[config.mk]
export PLATFORM = sky130hd
export DESIGN_NAME = control_sequencer_flat
export DESIGN_NICKNAME = d
export VERILOG_FILES = /design/src/rtl/cpu_ctrl_pkg.sv /design/src/rtl/control_sequencer_if.sv /design/src/rtl/control_decode.sv /design/src/rtl/control_sequencer.sv /design/src/flat_wrapper.sv
export SDC_FILE = /design/constraint.sdc
export NUM_CORES = 1
export LEC_CHECK = 0
export CORE_ASPECT_RATIO = 0.7
export CORE_MARGIN = 1
export CORE_UTILIZATION = 29
export CTS_CLUSTER_DIAMETER = 100
export DETAILED_ROUTE_END_ITERATION = 8
export HOLD_SLACK_MARGIN = 0.15
export PLACE_DENSITY = 0.9
export SYNTH_ARGS = -nofsm -noshare
export SYNTH_HDL_FRONTEND = slang
export SYNTH_SLANG_ARGS = --single-unit
[constraint.sdc]
create_clock -name Clock -period 5.2 [get_ports Clock]
set_clock_uncertainty 0.2 [all_clocks]
set_input_delay 1.04 -clock Clock [delete_from_list [all_inputs] [get_ports Clock]]
set_output_delay 1.04 -clock Clock [all_outputs]
set_load 0.05 [all_outputs]
[src/rtl/cpu_ctrl_pkg.sv]
// Shared encodings and the control-word bundle
// for the multi-cycle control sequencer.
package cpu_ctrl_pkg;

  localparam logic [2:0] S_INIT    = 3'd0;
  localparam logic [2:0] S_FETCH_L = 3'd1;
  localparam logic [2:0] S_FETCH_H = 3'd2;
  localparam logic [2:0] S_DECODE  = 3'd3;
  localparam logic [2:0] S_EXEC    = 3'd4;
  localparam logic [2:0] S_HALT    = 3'd5;

  localparam logic [3:0] OP_NOP = 4'h0;
  localparam logic [3:0] OP_BRA = 4'h1;
  localparam logic [3:0] OP_LDI = 4'h2;
  localparam logic [3:0] OP_ADD = 4'h3;
  localparam logic [3:0] OP_SUB = 4'h4;
  localparam logic [3:0] OP_STL = 4'h5;
  localparam logic [3:0] OP_LDL = 4'h6;
  localparam logic [3:0] OP_BEQ = 4'h7;
  localparam logic [3:0] OP_HLT = 4'hF;

  localparam logic [2:0] RF_LOAD = 3'b010;

  localparam logic [2:0] ARF_DEC  = 3'b000;
  localparam logic [2:0] ARF_INC  = 3'b001;
  localparam logic [2:0] ARF_LOAD = 3'b010;
  localparam logic [2:0] ARF_CLR  = 3'b011;

  localparam logic [2:0] ARF_PC = 3'b100;
  localparam logic [2:0] ARF_SP = 3'b010;
  localparam logic [2:0] ARF_AR = 3'b001;

  localparam logic [4:0] ALU_PASSA = 5'b10000;
  localparam logic [4:0] ALU_ADD   = 5'b10100;
  localparam logic [4:0] ALU_SUB   = 5'b10110;

  localparam logic [1:0] MUX_ALU  = 2'b00;
  localparam logic [1:0] MUX_OUTC = 2'b01;
  localparam logic [1:0] MUX_MEM  = 2'b10;
  localparam logic [1:0] MUX_IMM  = 2'b11;

  localparam logic [1:0] OUTD_PC = 2'b00;
  localparam logic [1:0] OUTD_SP = 2'b01;
  localparam logic [1:0] OUTD_AR = 2'b10;

  typedef struct packed {
    logic [2:0] a_sel;
    logic [2:0] b_sel;
    logic [2:0] rf_fun;
    logic [3:0] rf_reg;
    logic [3:0] rf_scr;
    logic [4:0] alu_fun;
    logic       alu_wf;
    logic [1:0] outc;
    logic [1:0] outd;
    logic [2:0] arf_fun;
    logic [2:0] arf_reg;
    logic       ir_lh;
    logic       ir_wr;
    logic       mem_wr;
    logic       mem_cs;
    logic [1:0] mux_a;
    logic [1:0] mux_b;
    logic       mux_c;
    logic       halted;
    logic       illegal;
  } ctrl_t;

  localparam ctrl_t CTRL_IDLE = '{mem_cs: 1'b1, default: '0};

  function automatic logic [3:0] rf_onehot(logic [1:0] r);
    return 4'b1000 >> r;
  endfunction

  function automatic logic op_defined(logic [3:0] op);
    return (op <= OP_BEQ) || (op == OP_HLT);
  endfunction

endpackage

[src/rtl/control_sequencer_if.sv]
// Datapath-facing bundle: IR/flags in, all
// control selects and enables out.
interface control_sequencer_if;
  logic [15:0] IROut;
  logic [3:0]  FlagsOut;
  logic [2:0]  RF_OutASel;
  logic [2:0]  RF_OutBSel;
  logic [2:0]  RF_FunSel;
  logic [3:0]  RF_RegSel;
  logic [3:0]  RF_ScrSel;
  logic [4:0]  ALU_FunSel;
  logic        ALU_WF;
  logic [1:0]  ARF_OutCSel;
  logic [1:0]  ARF_OutDSel;
  logic [2:0]  ARF_FunSel;
  logic [2:0]  ARF_RegSel;
  logic        IR_LH;
  logic        IR_Write;
  logic        Mem_WR;
  logic        Mem_CS;
  logic [1:0]  MuxASel;
  logic [1:0]  MuxBSel;
  logic        MuxCSel;
  logic        Halted;
  logic        Illegal;

  modport master (
    input  IROut, FlagsOut,
    output RF_OutASel, RF_OutBSel, RF_FunSel,
    output RF_RegSel, RF_ScrSel,
    output ALU_FunSel, ALU_WF,
    output ARF_OutCSel, ARF_OutDSel,
    output ARF_FunSel, ARF_RegSel,
    output IR_LH, IR_Write, Mem_WR, Mem_CS,
    output MuxASel, MuxBSel, MuxCSel,
    output Halted, Illegal
  );

  modport slave (
    output IROut, FlagsOut,
    input  RF_OutASel, RF_OutBSel, RF_FunSel,
    input  RF_RegSel, RF_ScrSel,
    input  ALU_FunSel, ALU_WF,
    input  ARF_OutCSel, ARF_OutDSel,
    input  ARF_FunSel, ARF_RegSel,
    input  IR_LH, IR_Write, Mem_WR, Mem_CS,
    input  MuxASel, MuxBSel, MuxCSel,
    input  Halted, Illegal
  );
endinterface

[src/rtl/control_decode.sv]
// Combinational map from (state, IR, flags)
// to the full control word.
module control_decode
  import cpu_ctrl_pkg::*;
#(
  parameter int         OPW      = 4,
  parameter logic [7:0] RESET_PC = 8'h00
) (
  input  logic [2:0]  state,
  input  logic [15:0] ir,
  input  logic [3:0]  flags,
  output ctrl_t       ctrl
);

  logic [OPW-1:0] op;
  logic [1:0]     rd;
  logic [1:0]     rs1;
  logic [1:0]     rs2;
  logic           unused;

  assign op     = ir[15 -: OPW];
  assign rd     = ir[11:10];
  assign rs1    = ir[9:8];
  assign rs2    = ir[7:6];
  assign unused = ^{flags[2:0], ir[5:0]};

  always_comb begin
    ctrl = CTRL_IDLE;
    unique case (1'b1)
      state == S_INIT: begin
        ctrl.arf_reg = ARF_PC;
        if (RESET_PC == 8'h00) begin
          ctrl.arf_fun = ARF_CLR;
        end else begin
          ctrl.arf_fun = ARF_LOAD;
          ctrl.mux_b   = MUX_IMM;
        end
      end
      state == S_FETCH_L,
      state == S_FETCH_H: begin
        ctrl.outd    = OUTD_PC;
        ctrl.mem_cs  = 1'b0;
        ctrl.ir_wr   = 1'b1;
        ctrl.ir_lh   = (state == S_FETCH_H);
        ctrl.arf_reg = ARF_PC;
        ctrl.arf_fun = ARF_INC;
      end
      state == S_DECODE: begin
        ctrl.illegal = !op_defined(op);
      end
      state == S_EXEC: begin
        unique case (op)
          OP_BRA: begin
            ctrl.mux_b   = MUX_IMM;
            ctrl.arf_reg = ARF_PC;
            ctrl.arf_fun = ARF_LOAD;
          end
          OP_LDI: begin
            ctrl.mux_a  = MUX_IMM;
            ctrl.rf_fun = RF_LOAD;
            ctrl.rf_reg = rf_onehot(rd);
          end
          OP_ADD, OP_SUB: begin
            ctrl.a_sel   = {1'b0, rs1};
            ctrl.b_sel   = {1'b0, rs2};
            ctrl.alu_fun = (op == OP_ADD) ? ALU_ADD : ALU_SUB;
            ctrl.alu_wf  = 1'b1;
            ctrl.mux_a   = MUX_ALU;
            ctrl.rf_fun  = RF_LOAD;
            ctrl.rf_reg  = rf_onehot(rd);
          end
          OP_STL: begin
            ctrl.a_sel   = {1'b0, rs1};
            ctrl.alu_fun = ALU_PASSA;
            ctrl.mux_c   = 1'b0;
            ctrl.outd    = OUTD_AR;
            ctrl.mem_cs  = 1'b0;
            ctrl.mem_wr  = 1'b1;
          end
          OP_LDL: begin
            ctrl.outd   = OUTD_AR;
            ctrl.mem_cs = 1'b0;
            ctrl.mux_a  = MUX_MEM;
            ctrl.rf_fun = RF_LOAD;
            ctrl.rf_reg = rf_onehot(rd);
          end
          OP_BEQ: begin
            if (flags[3]) begin
              ctrl.mux_b   = MUX_IMM;
              ctrl.arf_reg = ARF_PC;
              ctrl.arf_fun = ARF_LOAD;
            end
          end
          default: ;
        endcase
      end
      state == S_HALT: begin
        ctrl.halted = 1'b1;
      end
      default: ;
    endcase
  end

endmodule

[src/rtl/control_sequencer.sv]
// Fetch/decode/execute FSM driving the datapath
// control lines; stops in HALT on HLT.
module control_sequencer
  import cpu_ctrl_pkg::*;
#(
  parameter int         OPW      = 4,
  parameter logic [7:0] RESET_PC = 8'h00
) (
  input logic                 Clock,
  input logic                 Reset,
  control_sequencer_if.master bus
);

  logic [2:0]     state;
  logic [2:0]     state_nxt;
  logic [OPW-1:0] op;
  ctrl_t          dec;
  ctrl_t          ctrl;

  assign op = bus.IROut[15 -: OPW];

  control_decode #(
    .OPW      (OPW),
    .RESET_PC (RESET_PC)
  ) u_decode (
    .state (state),
    .ir    (bus.IROut),
    .flags (bus.FlagsOut),
    .ctrl  (dec)
  );

  always_comb begin
    state_nxt = S_INIT;
    unique case (1'b1)
      state == S_INIT:    state_nxt = S_FETCH_L;
      state == S_FETCH_L: state_nxt = S_FETCH_H;
      state == S_FETCH_H: state_nxt = S_DECODE;
      state == S_DECODE: begin
        if (op == OP_HLT)         state_nxt = S_HALT;
        else if (!op_defined(op)) state_nxt = S_FETCH_L;
        else                      state_nxt = S_EXEC;
      end
      state == S_EXEC:    state_nxt = S_FETCH_L;
      state == S_HALT:    state_nxt = S_HALT;
      default:            state_nxt = S_INIT;
    endcase
  end

  always_ff @(posedge Clock) begin
    if (!Reset) state <= S_INIT;
    else        state <= state_nxt;
  end

  // Holding reset masks the decoder so no write escapes an aborted instruction.
  assign ctrl = Reset ? dec : CTRL_IDLE;

  assign bus.RF_OutASel  = ctrl.a_sel;
  assign bus.RF_OutBSel  = ctrl.b_sel;
  assign bus.RF_FunSel   = ctrl.rf_fun;
  assign bus.RF_RegSel   = ctrl.rf_reg;
  assign bus.RF_ScrSel   = ctrl.rf_scr;
  assign bus.ALU_FunSel  = ctrl.alu_fun;
  assign bus.ALU_WF      = ctrl.alu_wf;
  assign bus.ARF_OutCSel = ctrl.outc;
  assign bus.ARF_OutDSel = ctrl.outd;
  assign bus.ARF_FunSel  = ctrl.arf_fun;
  assign bus.ARF_RegSel  = ctrl.arf_reg;
  assign bus.IR_LH       = ctrl.ir_lh;
  assign bus.IR_Write    = ctrl.ir_wr;
  assign bus.Mem_WR      = ctrl.mem_wr;
  assign bus.Mem_CS      = ctrl.mem_cs;
  assign bus.MuxASel     = ctrl.mux_a;
  assign bus.MuxBSel     = ctrl.mux_b;
  assign bus.MuxCSel     = ctrl.mux_c;
  assign bus.Halted      = ctrl.halted;
  assign bus.Illegal     = ctrl.illegal;

endmodule

[src/flat_wrapper.sv]
// flat-port wrapper written by rule: the top's interface ports become plain ports
module control_sequencer_flat import cpu_ctrl_pkg::*;
#(
  parameter int         OPW      = 4,
  parameter logic [7:0] RESET_PC = 8'h00
)
  (Clock, Reset, bus_IROut, bus_FlagsOut, bus_RF_OutASel, bus_RF_OutBSel, bus_RF_FunSel, bus_RF_RegSel, bus_RF_ScrSel, bus_ALU_FunSel, bus_ALU_WF, bus_ARF_OutCSel, bus_ARF_OutDSel, bus_ARF_FunSel, bus_ARF_RegSel, bus_IR_LH, bus_IR_Write, bus_Mem_WR, bus_Mem_CS, bus_MuxASel, bus_MuxBSel, bus_MuxCSel, bus_Halted, bus_Illegal);
  control_sequencer_if bus_i ();
  input logic Clock;
  input logic Reset;
  input wire logic [$bits(bus_i.IROut)-1:0] bus_IROut;
  input wire logic [$bits(bus_i.FlagsOut)-1:0] bus_FlagsOut;
  output wire logic [$bits(bus_i.RF_OutASel)-1:0] bus_RF_OutASel;
  output wire logic [$bits(bus_i.RF_OutBSel)-1:0] bus_RF_OutBSel;
  output wire logic [$bits(bus_i.RF_FunSel)-1:0] bus_RF_FunSel;
  output wire logic [$bits(bus_i.RF_RegSel)-1:0] bus_RF_RegSel;
  output wire logic [$bits(bus_i.RF_ScrSel)-1:0] bus_RF_ScrSel;
  output wire logic [$bits(bus_i.ALU_FunSel)-1:0] bus_ALU_FunSel;
  output wire logic [$bits(bus_i.ALU_WF)-1:0] bus_ALU_WF;
  output wire logic [$bits(bus_i.ARF_OutCSel)-1:0] bus_ARF_OutCSel;
  output wire logic [$bits(bus_i.ARF_OutDSel)-1:0] bus_ARF_OutDSel;
  output wire logic [$bits(bus_i.ARF_FunSel)-1:0] bus_ARF_FunSel;
  output wire logic [$bits(bus_i.ARF_RegSel)-1:0] bus_ARF_RegSel;
  output wire logic [$bits(bus_i.IR_LH)-1:0] bus_IR_LH;
  output wire logic [$bits(bus_i.IR_Write)-1:0] bus_IR_Write;
  output wire logic [$bits(bus_i.Mem_WR)-1:0] bus_Mem_WR;
  output wire logic [$bits(bus_i.Mem_CS)-1:0] bus_Mem_CS;
  output wire logic [$bits(bus_i.MuxASel)-1:0] bus_MuxASel;
  output wire logic [$bits(bus_i.MuxBSel)-1:0] bus_MuxBSel;
  output wire logic [$bits(bus_i.MuxCSel)-1:0] bus_MuxCSel;
  output wire logic [$bits(bus_i.Halted)-1:0] bus_Halted;
  output wire logic [$bits(bus_i.Illegal)-1:0] bus_Illegal;
  assign bus_i.IROut = bus_IROut;
  assign bus_i.FlagsOut = bus_FlagsOut;
  assign bus_RF_OutASel = bus_i.RF_OutASel;
  assign bus_RF_OutBSel = bus_i.RF_OutBSel;
  assign bus_RF_FunSel = bus_i.RF_FunSel;
  assign bus_RF_RegSel = bus_i.RF_RegSel;
  assign bus_RF_ScrSel = bus_i.RF_ScrSel;
  assign bus_ALU_FunSel = bus_i.ALU_FunSel;
  assign bus_ALU_WF = bus_i.ALU_WF;
  assign bus_ARF_OutCSel = bus_i.ARF_OutCSel;
  assign bus_ARF_OutDSel = bus_i.ARF_OutDSel;
  assign bus_ARF_FunSel = bus_i.ARF_FunSel;
  assign bus_ARF_RegSel = bus_i.ARF_RegSel;
  assign bus_IR_LH = bus_i.IR_LH;
  assign bus_IR_Write = bus_i.IR_Write;
  assign bus_Mem_WR = bus_i.Mem_WR;
  assign bus_Mem_CS = bus_i.Mem_CS;
  assign bus_MuxASel = bus_i.MuxASel;
  assign bus_MuxBSel = bus_i.MuxBSel;
  assign bus_MuxCSel = bus_i.MuxCSel;
  assign bus_Halted = bus_i.Halted;
  assign bus_Illegal = bus_i.Illegal;
  control_sequencer #(.OPW(OPW), .RESET_PC(RESET_PC)) u_core (.Clock(Clock), .Reset(Reset), .bus(bus_i));
endmodule
==> qor.txt <==
Post-CTS setup buffers -> 0
Avg Inst Size Synth -> 7.11 um^2
Hold Crit Depth -> 2
Core area -> 0.00170 mm^2
Share of the synthesized area in the top cell type -> 24.1%
Period minus WS final -> 4.69 ns
Vias per inst -> 4.60
Drt wl/cell -> 10.6 um
Share of cells above drive strength 1 -> 7.76%
Port Buffer Count -> 39
Max reg flops -> 3
Critical path's slowest cell -> clkdlybuf4s50_1
CP dominant cell by count -> clkdlybuf4s50_1
Reg2Reg Depth -> 3
Simple-gate portion of the synthesized area -> 40.3%
Xor and xnor area share after synthesis -> 3.12%
Area leader, netlist -> buf_4
Mapped Cells -> 79
Delay of the slowest critical-path stage -> 0.83 ns
Final period utilization -> 90.2%
First-pass GRT wire length -> 2240 um
Final setup violation count -> 0
# H-tree levels -> 1
Residual DRC count -> 0
Post-synthesis mux area share -> 0%
Cts bufs inserted -> 3
Hold Fails Final Rpt -> 0
Clk slew on worst S/H paths -> 0.04 ns
Largest family of logic cells by synthesized area -> simple AND/OR/NAND/NOR gates
Hold WC Path Type -> reg2reg
Tightest Pin Transition -> 0.511 ns
CP Max Fanout -> 7
Pleak -> 0.356 nW
F_max -> 0.213 GHz
FF-to-FF End -> u_core.state[2]
Setup TNS -> 0 ns
Top-count cell post-synth -> buf_4
Clock Sinks -> 3
Top cells by count, synth -> buf_4 (18), nor2_1 (7), and2_1 (4), nand2_1 (4), nor3b_1 (4)
CP cell instances -> clkdlybuf4s50_1 > or3b_4 > a2111o_1 > nor3b_1 > clkdlybuf4s50_1
P&R area growth vs syn -> 61.2%
Vias -> 630
RSZ-0062 raised after global routing -> false
ANT nets after route -> 0
GRT overflow -> 0
Critical Path AT -> 3.45 ns
Max Cap Violations -> 0
Slew Viols, Final -> 0
Post-layout util -> 53.4%
Reg with most FFs -> u_core.state
Ant diodes -> 0
Initial DRC Count -> 6
Largest registers -> u_core.state x3
Status -> complete, no violations
Layout net count -> 139
Seq/Total Area, Yosys -> 10.7%
Root Buffer -> clkbuf_4
HPWL Detailed -> 1230 um
Number of global-route vias before repair -> 545
Pwr/cell area -> 182 mW/mm^2
Initial Util -> 33.1%
Standard-cell rows -> 12
Worst Hold End -> u_core.state[0]
Min-Delay Startpoint -> u_core.state[2]
Largest net degree at the start of global routing -> 11
Worst r2r src -> u_core.state[1]
Compound-Gate Fraction of Synth Area -> 15.6%
I/O pin total -> 66
Drt pass-1 iters -> 4
Yosys reg bits -> 3
Hold_buf cts -> 0
Worst EP required -> 3.96 ns
Netlist cell types -> 32
CTS tree -> done
Adder-Cell Fraction of Synth Area -> 0%
Gpl congestion -> 0.697
Worst skew pair latency -> 0.25 ns
DIE HEIGHT -> 38.8 um
Synth Warn # -> 0
Die Area -> 0.00212 mm^2
WL final -> 1460 um
Ranking of synthesized cells by area -> buf_4 (24%), dfxtp_1 (11%), nor3b_1 (5.3%)
Width of the die -> 54.6 um
Initial antenna violation count -> 0
Critical setup path kind -> in2out
Global Route Usage Sum -> 15.4%
Flop2flop setup slack -> 3.82 ns
Ys async rst share -> 0%
CTS resizes -> 0
Post-Syn Area -> 562 um^2
Max Root-Sink Buffers -> 2
Startpoint Class -> input pin
IR Drop Worst-Case VDD -> 0.0975 mV
Slew margin rel. -> 65.8%
Crit end category -> output pin
Post-synth EDFFs -> 0
Prevailing post-synth register cell -> dfxtp_1
## cell families after synthesis
group | count (synthesis)
other cells | 1
buf+inv | 24
simple gates | 38
compound gates | 11
xor+xnor | 2
flops | 3
## area by class of cell
type | count | area, um^2
clock buffers | 4 | 26.3
inverters | 2 | 7.51
fillers | 158 | 791
well taps | 21 | 26.3
multi-input cells | 68 | 395
flip-flops and latches | 3 | 60.1
repair buffers | 39 | 390
## how the worst max path moves through the flow
stage | to | cells past startpoint | slack (ns) | from
floorplan | bus_RF_OutASel[0] | 4 | 0.66 | bus_IROut[13]
global placement | bus_RF_RegSel[1] | 5 | 0.55 | Reset
detailed placement | bus_RF_RegSel[1] | 5 | 0.50 | Reset
CTS | bus_RF_RegSel[1] | 5 | 0.49 | Reset
global route | bus_RF_RegSel[1] | 5 | 0.36 | Reset
finish | bus_RF_RegSel[1] | 5 | 0.51 | Reset
## per-stage QoR
stage,power [mW],area (um^2),cells,worst slack [ns],hold WS [ns]
6_report,0.165,906,137,0.508,0.425
5_1_grt,0.175,906,137,0.364,0.489
4_1_cts,0.166,906,137,0.492,0.423
2_1_floorplan,0.109,622,95,0.660,0.356
3_5_place_dp,0.122,880,133,0.495,0.411
3_3_place_gp,0.120,880,133,0.553,0.384
## routing by layer
layer / wire, um / track usage, % / vias up
li1: - / - / 311
met3: 114 / 4.31 / 3
met5: 0 / 0 / -
met2: 778 / 28.0 / 31
met4: 16 / 9.62 / 0
met1: 549 / 15.5 / 285
## report_power, final
part | switching, mW | total (mW) | internal (mW) | leakage, nW
clock | 0.0146 | 0.0436 | 0.0289 | 0.0150
sequential | 0.00548 | 0.0311 | 0.0256 | 0.0248
combinational | 0.0638 | 0.0905 | 0.0267 | 0.316
total | 0.0840 | 0.165 | 0.0812 | 0.356
## critical path, delay by kind of cell
kind	cells	cell delay [ns]
buffers and inverters	2	1.39
and+or+nand+nor	2	0.65
AOI/OAI and AO/OA	1	0.37
## placed cells by master (no fill, tap or decap), types with 2 or more instances in the layout
| master | synthesis | layout |
|---|---|---|
| a211oi_1 | 2 | 2 |
| a21oi_1 | 3 | 3 |
| and2_1 | 4 | 4 |
| and3_1 | 2 | 2 |
| clkbuf_4 | 0 | 3 |
| clkdlybuf4s50_1 | 0 | 39 |
| conb_1 | 1 | 17 |
| dfxtp_1 | 3 | 3 |
| inv_1 | 2 | 2 |
| nand2_1 | 4 | 4 |
| nand2b_1 | 3 | 3 |
| nand3_1 | 2 | 2 |
| nor2_1 | 7 | 7 |
| nor2b_1 | 2 | 2 |
| nor3_1 | 3 | 3 |
| nor3b_1 | 4 | 4 |
| or3b_2 | 2 | 2 |
(Power assumes the default switching activity.)
